===== src/rtl/quad_pkg.sv =====
// quad_pkg: shared state type, Gray position codes and transition decoder for quad_decoder.
package quad_pkg;
  typedef enum logic {INIT, RUN} quad_state_t;
  localparam logic [1:0] POS0 = 2'b00;
  localparam logic [1:0] POS1 = 2'b10;
  localparam logic [1:0] POS2 = 2'b11;
  localparam logic [1:0] POS3 = 2'b01;
  function automatic logic [1:0] gray_pos(input logic [1:0] ab);
    return ab == POS0 ? 2'd0 : ab == POS1 ? 2'd1 : ab == POS2 ? 2'd2 : 2'd3;
  endfunction
  // Returns {step, up, err}; position delta 1 is forward, 3 reverse, 2 is a double change.
  function automatic logic [2:0] decode(input logic [1:0] prev, input logic [1:0] cur);
    logic [1:0] d;
    d = gray_pos(cur) - gray_pos(prev);
    return {d[0], d == 2'd1, d == 2'd2};
  endfunction
endpackage


===== src/rtl/quad_decoder_if.sv =====
// quad_decoder_if: encoder inputs, controls and decoded outputs of quad_decoder.
interface quad_decoder_if #(parameter int ERR_W = 8);
  logic a;
  logic b;
  logic enable;
  logic clr_err;
  logic step;
  logic up;
  logic err;
  logic [ERR_W-1:0] err_count;
  logic [1:0] ab_filt;
  modport master (output a, b, enable, clr_err, input step, up, err, err_count, ab_filt);
  modport slave (input a, b, enable, clr_err, output step, up, err, err_count, ab_filt);
endinterface


===== src/rtl/quad_filter.sv =====
// quad_filter: one channel's synchronizer plus persistence filter.
module quad_filter #(
  parameter int SYNC_STAGES = 2,
  parameter int FILT_N = 4
) (
  input  logic clk,
  input  logic rst,
  input  logic din,
  output logic dout
);
  localparam int CW = $clog2(FILT_N + 1);
  logic [SYNC_STAGES-1:0] sync;
  logic [CW-1:0] cnt;
  logic s;
  logic last;
  assign s = sync[SYNC_STAGES-1];
  assign last = cnt == CW'(FILT_N - 1);
  // Accept on the edge that completes FILT_N consecutive differing samples.
  always_ff @(posedge clk or negedge rst) begin
    if (!rst) begin
      sync <= '0;
      cnt <= '0;
      dout <= 1'b0;
    end else begin
      sync <= {sync[SYNC_STAGES-2:0], din};
      cnt <= (s == dout || last) ? '0 : cnt + 1'b1;
      dout <= (s != dout && last) ? s : dout;
    end
  end
endmodule


===== src/rtl/quad_decoder.sv =====
// quad_decoder: filtered x4 quadrature decoder with step/dir pulses and saturating error count.
module quad_decoder
  import quad_pkg::*;
#(
  parameter int SYNC_STAGES = 2,
  parameter int FILT_N = 4,
  parameter int ERR_W = 8
) (
  input logic clk,
  input logic rst,
  quad_decoder_if.slave bus
);
  localparam int INIT_LAST = SYNC_STAGES + FILT_N;
  localparam int IW = $clog2(INIT_LAST + 1);
  quad_state_t state, state_n;
  logic [IW-1:0] init_cnt, init_n;
  logic [1:0] ab_filt, prev_ab, prev_n;
  logic [2:0] dec;
  logic step, step_n, up, up_n, err, err_n, done, run_ok;
  logic [ERR_W-1:0] err_count, cnt_n;
  quad_filter #(.SYNC_STAGES(SYNC_STAGES), .FILT_N(FILT_N)) u_fa (
    .clk(clk), .rst(rst), .din(bus.a), .dout(ab_filt[1])
  );
  quad_filter #(.SYNC_STAGES(SYNC_STAGES), .FILT_N(FILT_N)) u_fb (
    .clk(clk), .rst(rst), .din(bus.b), .dout(ab_filt[0])
  );
  always_ff @(posedge clk or negedge rst) begin
    if (!rst) begin
      state <= INIT;
      init_cnt <= '0;
      prev_ab <= '0;
      step <= 1'b0;
      up <= 1'b1;
      err <= 1'b0;
      err_count <= '0;
    end else begin
      state <= state_n;
      init_cnt <= init_n;
      prev_ab <= prev_n;
      step <= step_n;
      up <= up_n;
      err <= err_n;
      err_count <= cnt_n;
    end
  end
  // INIT waits for the filters to settle so a resting non-00 position is not seen as motion.
  always_comb begin
    dec = decode(prev_ab, ab_filt);
    done = init_cnt == IW'(INIT_LAST);
    run_ok = state == RUN && bus.enable;
    state_n = (state == INIT && done) ? RUN : state;
    init_n = (state == INIT && !done) ? init_cnt + 1'b1 : init_cnt;
    prev_n = (state == RUN || done) ? ab_filt : prev_ab;
    step_n = run_ok & dec[2];
    err_n = run_ok & dec[0];
    up_n = step_n ? dec[1] : up;
    cnt_n = bus.clr_err ? '0 : (err && !(&err_count)) ? err_count + 1'b1 : err_count;
  end
  assign bus.step = step;
  assign bus.up = up;
  assign bus.err = err;
  assign bus.err_count = err_count;
  assign bus.ab_filt = ab_filt;
endmodule


===== src/flat_wrapper.sv =====
// flat-port wrapper written by rule: the top's interface ports become plain ports
module quad_decoder_flat import quad_pkg::*;
#(
  parameter int SYNC_STAGES = 2,
  parameter int FILT_N = 4,
  parameter int ERR_W = 8
)
  (clk, rst, bus_a, bus_b, bus_enable, bus_clr_err, bus_step, bus_up, bus_err, bus_err_count, bus_ab_filt);
  quad_decoder_if #(.ERR_W(ERR_W)) bus_i ();
  input logic clk;
  input logic rst;
  input wire logic [$bits(bus_i.a)-1:0] bus_a;
  input wire logic [$bits(bus_i.b)-1:0] bus_b;
  input wire logic [$bits(bus_i.enable)-1:0] bus_enable;
  input wire logic [$bits(bus_i.clr_err)-1:0] bus_clr_err;
  output wire logic [$bits(bus_i.step)-1:0] bus_step;
  output wire logic [$bits(bus_i.up)-1:0] bus_up;
  output wire logic [$bits(bus_i.err)-1:0] bus_err;
  output wire logic [$bits(bus_i.err_count)-1:0] bus_err_count;
  output wire logic [$bits(bus_i.ab_filt)-1:0] bus_ab_filt;
  assign bus_i.a = bus_a;
  assign bus_i.b = bus_b;
  assign bus_i.enable = bus_enable;
  assign bus_i.clr_err = bus_clr_err;
  assign bus_step = bus_i.step;
  assign bus_up = bus_i.up;
  assign bus_err = bus_i.err;
  assign bus_err_count = bus_i.err_count;
  assign bus_ab_filt = bus_i.ab_filt;
  quad_decoder #(.SYNC_STAGES(SYNC_STAGES), .FILT_N(FILT_N), .ERR_W(ERR_W)) u_core (.clk(clk), .rst(rst), .bus(bus_i));
endmodule

===== config.mk =====
export PLATFORM = sky130hd
export DESIGN_NAME = quad_decoder_flat
export DESIGN_NICKNAME = d
export VERILOG_FILES = /design/src/rtl/quad_pkg.sv /design/src/rtl/quad_decoder_if.sv /design/src/rtl/quad_filter.sv /design/src/rtl/quad_decoder.sv /design/src/flat_wrapper.sv
export SDC_FILE = /design/constraint.sdc
export NUM_CORES = 1
export LEC_CHECK = 0
export CAP_MARGIN = 20
export CORE_MARGIN = 8
export CORE_UTILIZATION = 45
export CTS_CLUSTER_SIZE = 14
export DETAILED_ROUTE_END_ITERATION = 6
export PLACE_DENSITY = 0.67
export SYNTH_ARGS = -nofsm -noshare
export SYNTH_HDL_FRONTEND = slang
export SYNTH_SLANG_ARGS = --single-unit

===== constraint.sdc =====
create_clock -name clk -period 3.44 [get_ports clk]
set_input_delay 0.86 -clock clk [delete_from_list [all_inputs] [get_ports clk]]
set_output_delay 0.86 -clock clk [all_outputs]
set_load 0.005 [all_outputs]

==> results.md, run 1 <==
- Postcts setup bufs: 0
- Total congestion overflow: 0
- Worst Hold Class: register to register
- CTS max path bufs: 2
- Met3 Usage GRT: about 5.4%
- Setup TNS: 0 ns
- Vias in the first global route: 840
- CP max stage cell: clkdlybuf4s50_1
- Critical Path Max Stage Delay: 0.56 ns
- Antenna violations before repair: 0
- Met1 Usage GRT: 10.3%
- Power Density: around 630 mW/mm2
- Register area share after synthesis: 56.7%
- Total Wirelength: roughly 2.2 mm
- Synthesized net count: roughly 120
- Grt met2 use: ~15%
- ANT cells: 0
- Distinct cells, synth: 26
- Critical Path End Type: primary output
- Unrepaired setup endpoints after global routing: no
- Lkg Pwr: 0.713 nW
- Worst path arrival time: approximately 1.4 ns
- Area delta synth->final: 20.8%
- Initial DRC count: about 110
- Slew HR: around 72%
- Net Sw Power: about 290 uW
- Post-synth EDFFs: 0
- Skew-Pair Late Insertion Delay: 0.32 ns
- Startpoint Class: register
- Final slew viol count: 0
- DPL Wire Length: between 1.5 and 2 mm
- Minimum clock period: 2.23 ns
- CTS HTree Levels: 2
- Fmax: roughly 450 MHz
- CTS Buf Count: 5
- Die height: around 69 um
- Net count, final: 145
- Clock power frac: 21.2%
- Post-DRT Antenna Nets: 0
- Die ar.: between 0.004 and 0.005 mm2
- CP max FO: 7
- Die Wd: 69.4 um
- Yosys reg bits: 29
- Syn Area/Cell: approximately 12 um2
- Async S/R FF share, synth: between 90% and 100%
- Total Routing Usage GR: approximately 9.8%
- Most used routing layer: met2
- Inst Count DP: ~160
- Finished Cell Area: between 0.0015 and 0.002 mm2
- Port bufs: 18
- Share of cells above drive strength 1: between 10 and 15%
- Skew final: a little under 0.009 ns
- Clock tree sinks: 29
- Sw frac: 29.6%
- Placer Congestion: 0.766
- Finish-stage setup viols: 0
- CORE AREA: 0.00273 mm2
- Via total after detailed routing: between 800 and 900
- WL/cell: ~13 um
- Sequential Power Share: approximately half
- YS warnings: 0
- Worst path cell trace: clkdlybuf4s50_1
- Hold buffer count at cts: 0
- Cells after Synth: around 110
- First-pass detailed-route iteration total: 4
- Largest net degree at the start of global routing: 30
- WP buf/inv: 1
- Crit path max-delay family: buffers and inverters
- Rows: 19
- Final Cycle Share: between 60% and 70%
- Maxcap violations: 0
- P_int: 688 uW
- Root buf cell: clkbuf_4
- # IOs: 19
- Post-CTS sizing: 0
- Final hold viol count: 0
- Clock-pin slew of the registers on the worst-case setup and hold paths: around 0.080 ns
- Via density: about 5.2
- Combinational fraction of design power: 30.6%
- Cell Area, Placed: around 0.0015 mm2
- Status: complete, no violations
- Slew @ Worst Pin: approximately 0.42 ns
- Final cell count without fillers: 163
- Synthesized area: around 0.0013 mm2
- Crit path kind: register to primary output
- WHS: 0.358 ns
- TritonCTS clock tree: built
- Peak supply drop: between 0.0004 and 0.0005 V
- Starting Density: a little under half
- First-pass GRT wire length: between 3 and 4 mm
- Req. time, crit path: 2.58 ns
- Dominant synthesized flop cell: dfrtp_1
- DRC Markers: 0
-- cells in the mapped netlist (all sizes together), types with 4 or more instances --
master | number | area [um2]
dfrtp | 28 | 701
a31oi | 4 | 25.0
xnor2 | 4 | 35.0
and4 | 5 | 47.6
ha | 8 | 100
xor2 | 5 | 43.8
nor2 | 8 | 30.0
nor3 | 4 | 30.0
inv | 7 | 26.3
a21oi | 4 | 20.0
nand2 | 10 | 37.5
-- cells by family after synthesis --
logic type	count (synthesis)	synth area share (%)
xor+xnor	9	6.15
fa+ha+maj	8	7.81
flops	29	56.7
buf+inv	10	3.51
simple gates	37	17.4
compound gates	12	5.85
mux	3	2.63
-- sequential cells by signal, summed over array words and instances (netlist names), 2 cells and up --
signal,flops
u_core.bus.err_count,8
u_core.prev_ab,2
u_core.u_fa.cnt,3
u_core.init_cnt,3
u_core.u_fb.cnt,3
u_core.u_fb.sync,2
u_core.u_fa.sync,2
-- worst paths after layout --
check	cells after the start	end	from	slack, ns
setup reg to reg	5	u_core.bus.err_count[6]	u_core.bus.err_count[0]	1.92
min in group asynchronous	2	u_core.bus.err	rst	0.91
max in group asynchronous	2	u_core.bus.up	rst	2.21
hold reg to reg	0	u_core.u_fa.sync[1]	u_core.u_fa.sync[0]	0.36
hold / removal	0	u_core.u_fa.sync[1]	u_core.u_fa.sync[0]	0.36
setup / recovery	1	bus_err_count[6]	u_core.bus.err_count[6]	1.21
-- metal layers --
metal  vias to the layer above  routed length (um)
met5                         -                   0
met4                         0                  42
met3                         6                 151
met2                        23                1010
met1                       407                 963
li1                        418                   -
-- stage by stage --
stage | power [mW] | setup slack, ns | utilization, %
2_1_floorplan | 0.684 | 2.00 | -
3_3_place_gp | 0.769 | 1.49 | 54.5
3_5_place_dp | 0.783 | 1.47 | 54.5
4_1_cts | 0.993 | 1.19 | 56.7
5_1_grt | 1.06 | 1.12 | 56.7
6_report | 0.977 | 1.21 | 56.7
-- power by group through the flow --
| stage | combinational [mW] | clock, mW | sequential (mW) |
|---|---|---|---|
| floorplan | 0.216 | 0 | 0.468 |
| global placement | 0.295 | 0 | 0.474 |
| detailed placement | 0.303 | 0 | 0.480 |
| CTS | 0.305 | 0.215 | 0.473 |
| global route | 0.346 | 0.229 | 0.484 |
| finish | 0.298 | 0.207 | 0.471 |
-- cell usage in the layout (no fill, tap or decap), types with 4 or more instances in the layout --
cell             instances
xnor2_1                  4
ha_1                     8
nor2_1                   8
a21oi_1                  4
nand2_1                 10
clkdlybuf4s50_1         18
inv_1                    7
xor2_1                   5
a31oi_1                  4
clkbuf_4                 5
dfrtp_1                 28
-- layout make-up --
cell class / count / area [um2]
sequential: 29 / 727
multi-input combinational: 69 / 510
tap: 31 / 38.8
clock buffer: 8 / 58.8
fill: 243 / 1180
inverter: 7 / 26.3
timing repair buffer: 19 / 188
Power figures use the tool's default switching activity.
==> run 2: changes to the inputs <==
- PLACE_DENSITY: 0.67 -> 0.7
- clock period: 3.44 -> 2 ns (I/O delays scaled with it)
==> results.md, run 2 (synthesized netlist as in run 1, its figures left out) <==
- Antenna violations before repair: 0 (unchanged)
- WP buf/inv: 1 (unchanged)
- Minimum clock period: 1.86 ns
- Setup TNS: 0 ns (unchanged)
- Clock-pin slew of the registers on the worst-case setup and hold paths: 0.09 ns (about the same)
- CP max FO: 7 (unchanged)
- Crit path max-delay family: buffers and inverters
- Crit path kind: register to primary output
- Skew-Pair Late Insertion Delay: 0.32 ns (about the same)
- Die ar.: 0.00481 mm2 (unchanged)
- Root buf cell: clkbuf_4
- Final worst slack: 0.135 ns (-1.08 ns)
- Die Wd: 69.4 um (unchanged)
- Hold buffer count at cts: 0 (unchanged)
- Via total after detailed routing: 842 (-1.4%)
- Placer Congestion: 0.758 (-1.1%)
- Req. time, crit path: 1.50 ns (-1.08 ns)
- First-pass GRT wire length: 3.80 mm (-1.1%)
- Slew HR: 73.6% (+1.4 points)
- Largest register FFs: 8 (unchanged)
- Unrepaired setup endpoints after global routing: no
- Lkg Pwr: 0.722 nW (+1.2%)
- Critical Path End Type: primary output
- Clock power frac: 23.0% (+1.8 points)
- Share of cells above drive strength 1: 13.6% (+1.5 points)
- Post-CTS sizing: 0 (unchanged)
- # IOs: 19 (unchanged)
- Total congestion overflow: 0 (unchanged)
- Port bufs: 18 (unchanged)
- Skew final: 0.00945 ns (+0.000782 ns)
- Initial DRC count: 50 (-54%)
- Final Cycle Share: 93.2%
- Critical Path Max Stage Delay: 0.55 ns (about the same)
- CTS HTree Levels: 2 (unchanged)
- P_int: 1.21 mW (+76%)
- Sequential Power Share: 47.3% (-0.9 points)
- Status: complete, no violations
- Pre-CTS WS: 0.391 ns (-1.08 ns)
- Largest net degree at the start of global routing: 30 (unchanged)
- Commonest non-fill, non-tap cell in the layout: dfrtp_1
- Fillers: 245 (+0.82%)
- Vias in the first global route: 862 (+2.6%)
- Net count, final: 145 (unchanged)
- Postcts setup bufs: 0 (unchanged)
- DRC Markers: 0 (unchanged)
- Final hold viol count: 0 (unchanged)
- Power Density: 1100 mW/mm2 (+74%)
- CP max stage cell: clkdlybuf4s50_1
- Net Sw Power: 498 uW (+72%)
- Total Routing Usage GR: 9.83% (+0.053 points)
- CORE AREA: 0.00273 mm2 (unchanged)
- Worst path cell trace: clkdlybuf4s50_1
- Maxcap violations: 0 (unchanged)
- Biggest register: u_core.bus.err_count
- Clock tree sinks: 29 (unchanged)
- ANT cells: 0 (unchanged)
- First-pass detailed-route iteration total: 2 (-2)
- DPL Wire Length: 1.54 mm (-3.5%)
- Worst Hold Class: register to register
- Total Wirelength: 2.10 mm (-3.0%)
- Die height: 69.4 um (unchanged)
- Via density: 5.17 (-1.4%)
- Final slew viol count: 0 (unchanged)
- Fmax: ~540 MHz
- Combinational fraction of design power: 29.6% (-1.0 points)
- WL/cell: 12.9 um (-3.0%)
- CTS max path bufs: 2 (unchanged)
- Finish-stage setup viols: 0 (unchanged)
- Most frequent cells in the layout: 28 x dfrtp_1, 18 x clkdlybuf4s50_1, 10 x nand2_1, 8 x nor2_1, 8 x ha_1
- Rows: 19 (unchanged)
- TritonCTS clock tree: built
- Slew @ Worst Pin: 0.395 ns (-0.0211 ns)
- Sw frac: 29.1% (-0.49 points)
- Post-DRT Antenna Nets: 0 (unchanged)
- CTS Buf Count: 5 (unchanged)
- Startpoint Class: register
- Starting Density: 46.9% (unchanged)
- Worst path arrival time: 1.36 ns (about the same)
- Area delta synth->final: 21.7%
- Peak supply drop: 0.000807 V (+80%)
## run 2: changes by cell type in the layout (fill, tap and decap cells not counted)
| cell | previous run | this run |
|---|---|---|
| clkbuf_1 | 2 | 0 |
| clkbuf_8 | 1 | 2 |
| clkinv_2 | 0 | 1 |
## run 2: cell type report
type	instances	area, um2	share of cell area [%]
clock buffer	7	65.1	4.17
clock inverter	1	5.00	0.321
timing repair buffer	19	188	12.0
sequential	29	727	46.6
tap	31	38.8	2.49
inverter	7	26.3	1.68
multi-input combinational	69	510	32.7
## run 2: power by group through the flow
stage | Sequential [mW] | Clock, mW | Combinational [mW]
3_3_place_gp | 0.818 | 0 | 0.503
2_1_floorplan | 0.804 | 0 | 0.372
4_1_cts | 0.813 | 0.415 | 0.517
3_5_place_dp | 0.824 | 0 | 0.513
6_report | 0.810 | 0.394 | 0.507
5_1_grt | 0.829 | 0.435 | 0.595
## run 2: path summary, 6_finish.rpt
kind / depth (start not counted) / slack [ns] / from / endpoint
max: 1 / 0.14 / u_core.bus.err_count[6] / bus_err_count[6]
min: 0 / 0.35 / u_core.u_fb.sync[0] / u_core.u_fb.sync[1]
max reg2reg: 4 / 0.51 / u_core.u_fb.dout / u_core.bus.up
min reg2reg: 0 / 0.35 / u_core.u_fb.sync[0] / u_core.u_fb.sync[1]
max in group asynchronous: 2 / 1.13 / rst / u_core.bus.up
min in group asynchronous: 2 / 0.55 / rst / u_core.bus.err_count[6]
## run 2: routing by layer
layer | GRT usage (%) | up-vias | share of wire, %
met4 | 4.78 | 0 | 1.9
met2 | 15.0 | 19 | 46
met1 | 10.9 | 403 | 46
met3 | 5.29 | 5 | 6.4
met5 | 0 | - | 0
li1 | - | 415 | -
## run 2: through the flow
step	area [um2]	total power [mW]	cells	hold WS, ns	util (%)
after floorplan	1280	1.18	108	0.204	-
after global placement	1490	1.32	155	0.331	54.5
after detailed placement	1490	1.34	155	0.336	54.5
after CTS	1560	1.75	163	0.356	57.1
after global routing	1560	1.86	163	0.359	57.1
final	1560	1.71	163	0.354	57.1
